[src/rtl/pulse_pkg.sv]
// Shared definitions for the pulse stretcher: the FSM state encoding and the
// elaboration-time helpers used to size its counter.
package pulse_pkg;

    typedef enum logic [1:0] {
        IDLE = 2'b00,
        HOLD = 2'b01,
        GAP  = 2'b10
    } state_t;

    function automatic int clog2(input int value);
        int bits;
        int rem;
        bits = 0;
        rem  = value - 1;
        while (rem > 0) begin
            bits++;
            rem = rem >> 1;
        end
        return bits;
    endfunction

    function automatic int max3(input int a, input int b, input int c);
        int m;
        m = (a > b) ? a : b;
        return (m > c) ? m : c;
    endfunction

endpackage

[src/rtl/hold_counter.sv]
// Loadable down-counter for the hold and gap phases. It saturates at zero,
// and a load takes priority over a decrement.
module hold_counter #(
    parameter int W = 2
) (
    input  logic         Clock,
    input  logic         Resetn,
    input  logic         load,
    input  logic [W-1:0] load_value,
    input  logic         dec,
    output logic [W-1:0] cnt,
    output logic         zero
);

    // NOTE: sequential state is updated with <= only, so every flop samples
    // the pre-edge values of its neighbours regardless of statement order.
    always_ff @(posedge Clock or negedge Resetn) begin
        if (!Resetn) begin
            cnt <= '0;
        end else if (load) begin
            cnt <= load_value;
        end else if (dec && (cnt != '0)) begin
            cnt <= cnt - W'(1);
        end
    end

    assign zero = (cnt == '0);

endmodule

[src/rtl/pulse_stretch.sv]
// Stretches single-cycle event strobes into a level held for HOLD_CYCLES,
// followed by a low gap of GAP_CYCLES, with a one-deep pending slot.
module pulse_stretch
    import pulse_pkg::*;
#(
    parameter int HOLD_CYCLES = 4,
    parameter int GAP_CYCLES  = 2,
    parameter int RETRIGGER   = 0
) (
    input  logic Clock,
    input  logic Resetn,
    input  logic Pulse,
    input  logic ClearOverrun,
    output logic Level,
    output logic Busy,
    output logic Overrun
);

    localparam int CW = clog2(max3(HOLD_CYCLES, GAP_CYCLES, 2));
    localparam logic [CW-1:0] HOLD_LOAD = CW'(HOLD_CYCLES - 1);
    localparam logic [CW-1:0] GAP_LOAD  = CW'((GAP_CYCLES > 0) ? GAP_CYCLES - 1 : 0);

    state_t          state, state_next;
    logic            pending, pending_next;
    logic            overrun_next;
    logic            load, dec, zero;
    logic [CW-1:0]   load_value;
    logic [CW-1:0]   cnt;
    logic            consume;  // the pending pulse starts a hold at this edge
    logic            queue;    // the incoming pulse must wait in the slot

    hold_counter #(.W(CW)) u_counter (
        .Clock      (Clock),
        .Resetn     (Resetn),
        .load       (load),
        .load_value (load_value),
        .dec        (dec),
        .cnt        (cnt),
        .zero       (zero)
    );

    // NOTE: every signal driven here gets a default first, so no path through
    // the case statement can leave one unassigned and infer a latch.
    always_comb begin
        state_next = state;
        load       = 1'b0;
        load_value = HOLD_LOAD;
        dec        = 1'b0;
        consume    = 1'b0;
        queue      = 1'b0;

        unique case (state)
            IDLE: begin
                if (Pulse) begin
                    state_next = HOLD;
                    load       = 1'b1;
                end
            end
            HOLD: begin
                if ((RETRIGGER != 0) && Pulse) begin
                    load = 1'b1;
                end else if (!zero) begin
                    dec   = 1'b1;
                    queue = Pulse;
                end else if (GAP_CYCLES > 0) begin
                    state_next = GAP;
                    load       = 1'b1;
                    load_value = GAP_LOAD;
                    queue      = Pulse;
                end else if (pending || Pulse) begin
                    // Back-to-back hold with no gap; a fresh pulse refills the slot.
                    load    = 1'b1;
                    consume = pending;
                    queue   = pending && Pulse;
                end else begin
                    state_next = IDLE;
                end
            end
            GAP: begin
                if (!zero) begin
                    dec   = 1'b1;
                    queue = Pulse;
                end else if (pending || Pulse) begin
                    state_next = HOLD;
                    load       = 1'b1;
                    consume    = pending;
                    queue      = pending && Pulse;
                end else begin
                    state_next = IDLE;
                end
            end
            default: begin
                state_next = IDLE;
            end
        endcase

        pending_next = queue ? 1'b1 : (consume ? 1'b0 : pending);

        // A pulse is lost when it needs the slot but the slot stays occupied.
        if (queue && pending && !consume) begin
            overrun_next = 1'b1;
        end else if (ClearOverrun) begin
            overrun_next = 1'b0;
        end else begin
            overrun_next = Overrun;
        end
    end

    always_ff @(posedge Clock or negedge Resetn) begin
        if (!Resetn) begin
            state   <= IDLE;
            pending <= 1'b0;
            Overrun <= 1'b0;
        end else begin
            state   <= state_next;
            pending <= pending_next;
            Overrun <= overrun_next;
        end
    end

    assign Level = (state == HOLD);
    assign Busy  = (state != IDLE) || pending;

endmodule

[config.mk]
export PLATFORM = sky130hd
export DESIGN_NAME = pulse_stretch
export DESIGN_NICKNAME = d
export VERILOG_FILES = /design/src/rtl/pulse_pkg.sv /design/src/rtl/hold_counter.sv /design/src/rtl/pulse_stretch.sv
export SDC_FILE = /design/constraint.sdc
export NUM_CORES = 1
export LEC_CHECK = 0
export CAP_MARGIN = 40
export CORE_AREA = 2 2 39 41
export CTS_CLUSTER_DIAMETER = 40
export DETAILED_ROUTE_END_ITERATION = 10
export DIE_AREA = 0 0 41 43
export PLACE_DENSITY_LB_ADDON = 0.1
export SYNTH_ARGS = -nofsm -noshare
export SYNTH_HDL_FRONTEND = slang
export SYNTH_SLANG_ARGS = --single-unit
[constraint.sdc]
create_clock -name Clock -period 1.9 [get_ports Clock]
set_clock_uncertainty 0.05 [all_clocks]
set_input_delay 0.57 -clock Clock [delete_from_list [all_inputs] [get_ports Clock]]
set_output_delay 0.57 -clock Clock [all_outputs]
set_load 0.03 [all_outputs]
==> results of run 1 <==
## final timing paths
kind | start | end | slack, ps | cells after the start
worst max-delay path | state[1]$_DFFE_PN0P_ | Level | 60 | 3
worst min-delay path | Overrun$_DFFE_PN0P_ | Overrun$_DFFE_PN0P_ | 470 | 2
worst max register to register | state[1]$_DFFE_PN0P_ | u_counter.cnt[1]$_DFFE_PN0P_ | 210 | 5
worst min register to register | Overrun$_DFFE_PN0P_ | Overrun$_DFFE_PN0P_ | 470 | 2
max in group asynchronous | Resetn | state[0]$_DFFE_PN0P_ | 1030 | 1
min in group asynchronous | Resetn | state[1]$_DFFE_PN0P_ | 520 | 1
## power by group
| part | internal (W) | total, W | switching, W |
|---|---|---|---|
| logic | 0.000289 | 0.000602 | 0.000313 |
| registers | 0.000187 | 0.000233 | 0.0000462 |
| clock network | 0.0000719 | 0.000124 | 0.0000517 |
## sequential cells by signal (all words and copies together), names as in the netlist
register / flops
u_counter.cnt: 2
pending: 1
Overrun: 1
state: 2
## area by class of cell
class	count	area [µm²]	area share
clock buffer	3	22.5	0.0415
tap	16	20.0	0.0369
sequential	6	151	0.279
inverter	8	30.0	0.0553
multi-input combinational	31	254	0.468
timing repair buffer	7	65.1	0.120
## cell usage after synthesis (2+ instances only)
library cell,n,area (µm²)
ha_1,6,75.1
mux2_2,2,22.5
inv_1,7,26.3
or2b_1,2,15.0
a21oi_1,4,20.0
nand2_1,2,7.51
nor2_1,2,7.51
dfrtp_1,6,150
o22ai_1,2,12.5
## routing by layer
metal  up-vias  share of wire
li1        170              -
met1       160           0.43
met2        11           0.51
met3         2          0.049
met4         0         0.0098
met5         -              0
## through the flow
stage / TNS [ps] / utilization / worst slack [ps] / hold slack [ps] / area [µm²]
2_1_floorplan: 0 / - / 193 / 224 / 429
3_3_place_gp: -21.5 / 0.370 / -21.5 / 470 / 512
3_5_place_dp: -53.5 / 0.370 / -53.5 / 475 / 512
4_1_cts: 0 / 0.386 / 7.51 / 479 / 534
5_1_grt: -0.142 / 0.392 / -0.142 / 499 / 543
6_report: 0 / 0.392 / 64.8 / 473 / 543
## cell families (layout without fill, tap and decap cells)
kind of cell,after synthesis,count (layout),synth area share
AOI/OAI and AO/OA,9,9,0.143
xor gates and xnor gates,1,1,0.0204
adders and majority gates,6,6,0.175
buffers and inverters,8,18,0.0700
DFF,6,6,0.350
muxes,4,4,0.102
and+or+nand+nor,11,11,0.140
## critical path, stage by stage (launching register included)
cell and delay, ps:
dfrtp_1 410, inv_1 120, ha_2 250, buf_4 180
## timing repair
action | in CTS | in global routing
gates resized for setup | 0 | 4
endpoints found under the setup margin | 0 | 3
hold endpoints to repair | 0 | 0
==> metrics.txt, run 1 <==
drt initial violations 4; DR pass1 iterations 4; final-report max-slew violation count 0; Syn Std Cell Area 429 µm²; syn_area_per_cell 9.54 µm²; overall power 0.000959 W; crit start category flip-flop; drt wl/cell 11.5 µm; DRT Wirelength 815 µm; met3 GRT Util 0.0471; clk root buf clkbuf_4; Post-synth EDFFs 0; pwr dens 1770 nW/µm²; cell count after synthesis 45; Tmin final 1840 ps; most common cell after layout, fill and taps aside inv_1; largest net degree at the start of global routing 8; synthesis-to-layout area growth 26.5%; maximum vdd drop 0.658 mV; Critical Setup Path Class flip-flop to output pin; CP arrival 1220 ps; Main synth FF type dfrtp_1; postcts setup bufs 0; fillers 144; final worst-path cycle share 0.966; Crit Path Max Fanout 6; Core ar. 1380 µm²; Worst Hold Class flip-flop to flip-flop; net count after synthesis 55; most used routing layer met2; sequential-to-total area share from yosys stat 0.350; first-pass GRT wire length 1490 µm; initial antenna violation count 0; met1 usage 0.156; worst-margin pin slew 314 ps; relative max-transition margin 0.790; clock sinks 6; yosys warns 0; Placed Cells 68; RSZ-0062 raised after global routing yes; GRT Overall Usage 0.124; synth unique cells 21; effective utilization at floorplan 0.310; Setup crit end kind output pin; Max-Cap Viols 0; Num CTS Buffers 3; most frequent cells in the layout 7 x inv_1, 5 x dfrtp_1, 4 x a21oi_1, 4 x ha_1; detailed-route via count 343; port bufs 6; met2 usage 0.188; status completed; die width 41 µm; #FFs+latches synth 6; clock transition at the registers of the reported paths 50 ps; Req. time, crit path 1280 ps; clock latency on the worst-skew pair 250 ps; GRT overflow 0; hold-fix buffers at CTS 0; Routed Antenna Nets 0; Fin. Hold Viols 0; antenna cell count 0; Layout Cells excl Fill 71; row count 14; die footprint 1760 µm²; layout cells sized above 1 0.236; CTS Buffer Depth 2; vias in the first global route 356; # DRC 0; ys async rst share 1.00; CTS tree done; IO Pins 7; vias per cell 4.83; Leakage 0.269 nW; Fmax 545 MHz; Die Ht 43 µm; DP HPWL 648 µm; routability congestion estimate 0.781; htree depth 1; nets@finish 67; Setup Viol. Count Final 0
Note: power is estimated with default switching activity, not from simulation.
==> run 2: changes to the inputs <==
Settings changed: GPL_TIMING_DRIVEN set to 0, HOLD_SLACK_MARGIN set to 0.08, SLEW_MARGIN set to 10.
==> metrics.txt, run 2 (same netlist as run 1, synthesis figures left out) <==
maximum vdd drop 0.768 mV; most frequent cells in the layout 7 x inv_1, 6 x dfrtp_1, 5 x ha_1, 4 x a21oi_1, 4 x clkbuf_4; Die Ht 43 µm; routability congestion estimate 0.797; row count 14; worst setup margin 62.9 ps; Fmax 544 MHz; DP HPWL 644 µm; relative max-transition margin 0.792; nets@finish 67; Leakage 0.270 nW; detailed-route via count 332; NetSw 0.000404 W; clock sinks 6; vias in the first global route 339; FF-to-FF path depth 5; CTS tree done; Max-Cap Viols 0; crit start category flip-flop; IO Pins 7; die footprint 1760 µm²; Placement Setup Slack -224 ps; P_int 0.000544 W; Setup crit end kind output pin; Layout Cells excl Fill 71; Placed Cells 67; Fin. Hold Viols 0; clk root buf clkbuf_4; pwr dens 1770 nW/µm²; htree depth 1; final worst-path cycle share 0.967; die width 41 µm; antenna cell count 0; most common cell after layout, fill and taps aside inv_1; GRT overflow 0; DRT Wirelength 776 µm; drt wl/cell 10.9 µm; effective utilization at floorplan 0.310; synthesis-to-layout area growth 25.1%; GRT Overall Usage 0.109; status completed; # DRC 0; clock latency on the worst-skew pair 240 ps; initial antenna violation count 0; RSZ-0062 raised after global routing yes; drt initial violations 3; final-report max-slew violation count 0; DR pass1 iterations 2; setup TNS 0 ps; vias per cell 4.68; layout cells sized above 1 0.200; Num CTS Buffers 3; clock transition at the registers of the reported paths 50 ps; worst-margin pin slew 312 ps; fillers 144; Req. time, crit path 1280 ps; first-pass GRT wire length 1310 µm; Tmin final 1840 ps; clock power share 0.122; largest registers state x2, u_counter.cnt x2; Critical Setup Path Class flip-flop to output pin; register share of total power 0.236; Cells on Worst Hold Path 2; port bufs 6; CTS Buffer Depth 2; Combinational Power Share 0.642; Routed Antenna Nets 0; Core ar. 1380 µm²; Crit Path Max Fanout 6; Worst Hold Class flip-flop to flip-flop; largest net degree at the start of global routing 8; Setup Viol. Count Final 0; Sw Share 0.426; CP arrival 1220 ps
==> run 2: what timing repair did <==
| action | in CTS | in global routing |
|---|---|---|
| endpoints found under the hold margin | 0 | 0 |
| resized for setup | 11 | 2 |
| setup endpoints to repair | 2 | 2 |
| hold buffers | 0 | 0 |
| setup buffers | 1 | 0 |
==> run 2: worst max-delay path, stage by stage, from the launching register on <==
cell      delay [ps]
dfrtp_1          400
inv_1            120
ha_2             250
clkbuf_4         210
==> run 2: stage by stage <==
stage / power [W] / hold WS [ps] / cell area, µm² / util
finish: 0.000948 / 475 / 537 / 0.388
floorplan: 0.000687 / 224 / 429 / -
CTS: 0.000957 / 480 / 532 / 0.384
detailed placement: 0.000839 / 475 / 509 / 0.368
global placement: 0.000815 / 466 / 509 / 0.368
global route: 0.00104 / 511 / 537 / 0.388
==> run 2: layout make-up <==
class | instances | area [µm²] | area share
Clock buffer | 3 | 22.5 | 0.0420
Inverter | 8 | 30.0 | 0.0559
Multi-Input combinational cell | 31 | 251 | 0.469
Sequential cell | 6 | 150 | 0.280
Tap cell | 16 | 20.0 | 0.0373
Timing Repair Buffer | 7 | 62.6 | 0.117
==> run 2: per-layer routing <==
layer	global-route usage	part of all wire
met2	0.178	0.53
met4	0.0400	0
met5	0	0
met1	0.129	0.44
met3	0.0314	0.034
==> run 2: final timing paths <==
check                                           from                           end  slack (ps)
worst max-delay path            state[1]$_DFFE_PN0P_                         Level          60
worst min-delay path             Overrun$_DFFE_PN0P_           Overrun$_DFFE_PN0P_         470
worst max register to register  state[0]$_DFFE_PN0P_  u_counter.cnt[1]$_DFFE_PN0P_         240
worst min register to register   Overrun$_DFFE_PN0P_           Overrun$_DFFE_PN0P_         470
max in group asynchronous                     Resetn  u_counter.cnt[0]$_DFFE_PN0P_        1070
min in group asynchronous                     Resetn  u_counter.cnt[1]$_DFFE_PN0P_         520
==> run 2: power groups by stage <==
stage / Sequential (W) / Clock [W] / Combinational [W]
6_report: 0.000224 / 0.000116 / 0.000609
5_1_grt: 0.000234 / 0.000133 / 0.000672
4_1_cts: 0.000225 / 0.000121 / 0.000611
3_5_place_dp: 0.000233 / 0 / 0.000607
3_3_place_gp: 0.000228 / 0 / 0.000587
2_1_floorplan: 0.000230 / 0 / 0.000457
==> run 3: changes to the inputs <==
Clock period 1.9 ns to 1.87 ns, I/O delays scaled along.
==> metrics.txt, run 3 (same netlist as run 1, synthesis figures left out) <==
Crit Path Max Fanout 6; FF+latch area 150 µm²; DR pass1 iterations 2; Fmax 557 MHz; relative max-transition margin 0.792; htree depth 1; hold-fix buffers at CTS 0; CP max stage delay 410 ps; r2r startpoint state[0]$_DFFE_PN0P_; port bufs 6; # DRC 0; nets@finish 67; Placement Setup Slack -245 ps; fillers 142; Crit. Startpoint state[1]$_DFFE_PN0P_; FF-to-FF path depth 5; vias per cell 4.70; clock transition at the registers of the reported paths 50 ps; synthesis-to-layout area growth 25.7%; largest net degree at the start of global routing 8; worst reg2reg setup slack 210 ps; die width 41 µm; cell count along the critical path 3; overall power 0.000970 W; pwr dens 1800 nW/µm²; Req. time, crit path 1260 ps; Max-Cap Viols 0; final worst-path cycle share 0.960; row count 14; first-pass GRT wire length 1310 µm; antenna cell count 0; clock latency on the worst-skew pair 240 ps; drt wl/cell 10.8 µm; Core ar. 1380 µm²; vias in the first global route 339; effective utilization at floorplan 0.310; final-report max-slew violation count 0; CP cell instances inv_2 -> ha_2 -> clkbuf_4; Tmin final 1800 ps; final instance area 539 µm²; GRT overflow 0; GRT Overall Usage 0.109; clock sinks 6; clk root buf clkbuf_4; maximum vdd drop 0.782 mV; Die Ht 43 µm; crit path buf inv count 2; CTS tree done; Routed Antenna Nets 0; layout cells sized above 1 0.236; status completed; CTS Buffer Depth 2; Critical R2R Capture u_counter.cnt[1]$_DFFE_PN0P_; Fin. Hold Viols 0; die footprint 1760 µm²; delay-heaviest family, CP flip-flops; routability congestion estimate 0.797; DP HPWL 644 µm; worst-margin pin slew 312 ps; placed cell area 509 µm²; detailed-route via count 334; Crit-path slowest cell dfrtp_1; Num CTS Buffers 3; CP arrival 1180 ps; Critical Setup Path Class flip-flop to output pin; IO Pins 7; Worst Hold Class flip-flop to flip-flop; largest registers state x2, u_counter.cnt x2; DRT Wirelength 767 µm; crit start category flip-flop; area occupied by multi-input gates 254 µm²; worst setup margin 74.1 ps; Leakage 0.268 nW; Setup Viol. Count Final 0; initial antenna violation count 0; worst setup path endpoint Level; RSZ-0062 raised after global routing no; drt initial violations 2; Setup crit end kind output pin; most frequent cells in the layout 6 x dfrtp_1, 6 x inv_1, 4 x a21oi_1, 4 x ha_1, 4 x clkbuf_4
==> run 3: cell types whose count changed in the layout (fill, tap and decap cells not counted) <==
cell and delta:
ha_1 -1, ha_2 +1, inv_2 +1, inv_1 -1
==> run 3: power by group <==
part / total (W) / switching, W / internal, W
clock network: 0.000117 / 0.0000445 / 0.0000725
registers: 0.000229 / 0.0000412 / 0.000188
logic: 0.000624 / 0.000326 / 0.000298
total: 0.000970 / 0.000412 / 0.000558
==> run 3: layer usage <==
| metal | up-vias | track usage | part of all wire |
|---|---|---|---|
| li1 | 173 | - | - |
| met1 | 158 | 0.129 | 0.44 |
| met4 | 0 | 0.0400 | 0 |
| met3 | 0 | 0.0314 | 0.033 |
| met5 | - | 0 | 0 |
| met2 | 3 | 0.178 | 0.52 |
==> run 3: worst min path at each step <==
stage	startpoint	end	slack (ps)	cells after the start
3_5_place_dp	Overrun$_DFFE_PN0P_	Overrun$_DFFE_PN0P_	480	2
3_3_place_gp	Overrun$_DFFE_PN0P_	Overrun$_DFFE_PN0P_	470	2
4_1_cts	Overrun$_DFFE_PN0P_	Overrun$_DFFE_PN0P_	480	2
6_report	Overrun$_DFFE_PN0P_	Overrun$_DFFE_PN0P_	470	2
5_1_grt	Overrun$_DFFE_PN0P_	Overrun$_DFFE_PN0P_	510	2
2_1_floorplan	Resetn	Overrun$_DFFE_PN0P_	220	0
==> run 3: final cells by class <==
class / count / share of cell area
inverter: 8 / 0.0557
timing repair buffer: 7 / 0.116
sequential: 6 / 0.278
tap: 16 / 0.0371
multi-input combinational: 31 / 0.471
clock buffer: 3 / 0.0418
==> run 3: what timing repair did <==
item                                    in CTS  in global routing
resized for setup                           11                  4
setup buffers                                1                  0
endpoints found under the setup margin       2                  3
==> run 3: metrics by stage <==
| step | TNS (ps) | instances | hold WS (ps) | utilization |
|---|---|---|---|---|
| 6_report | 0 | 71 | 475 | 0.390 |
| 5_1_grt | 0 | 71 | 511 | 0.390 |
| 3_5_place_dp | -615 | 67 | 475 | 0.368 |
| 3_3_place_gp | -551 | 67 | 466 | 0.368 |
| 2_1_floorplan | 0 | 45 | 215 | - |
| 4_1_cts | 0 | 71 | 480 | 0.384 |
==> run 3: tightest hold or removal path: cells and delay by family (launching register included) <==
family,cells,cell delay [ps]
AOI/OAI and AO/OA,1,60
buffers and inverters,1,50
DFF,1,370
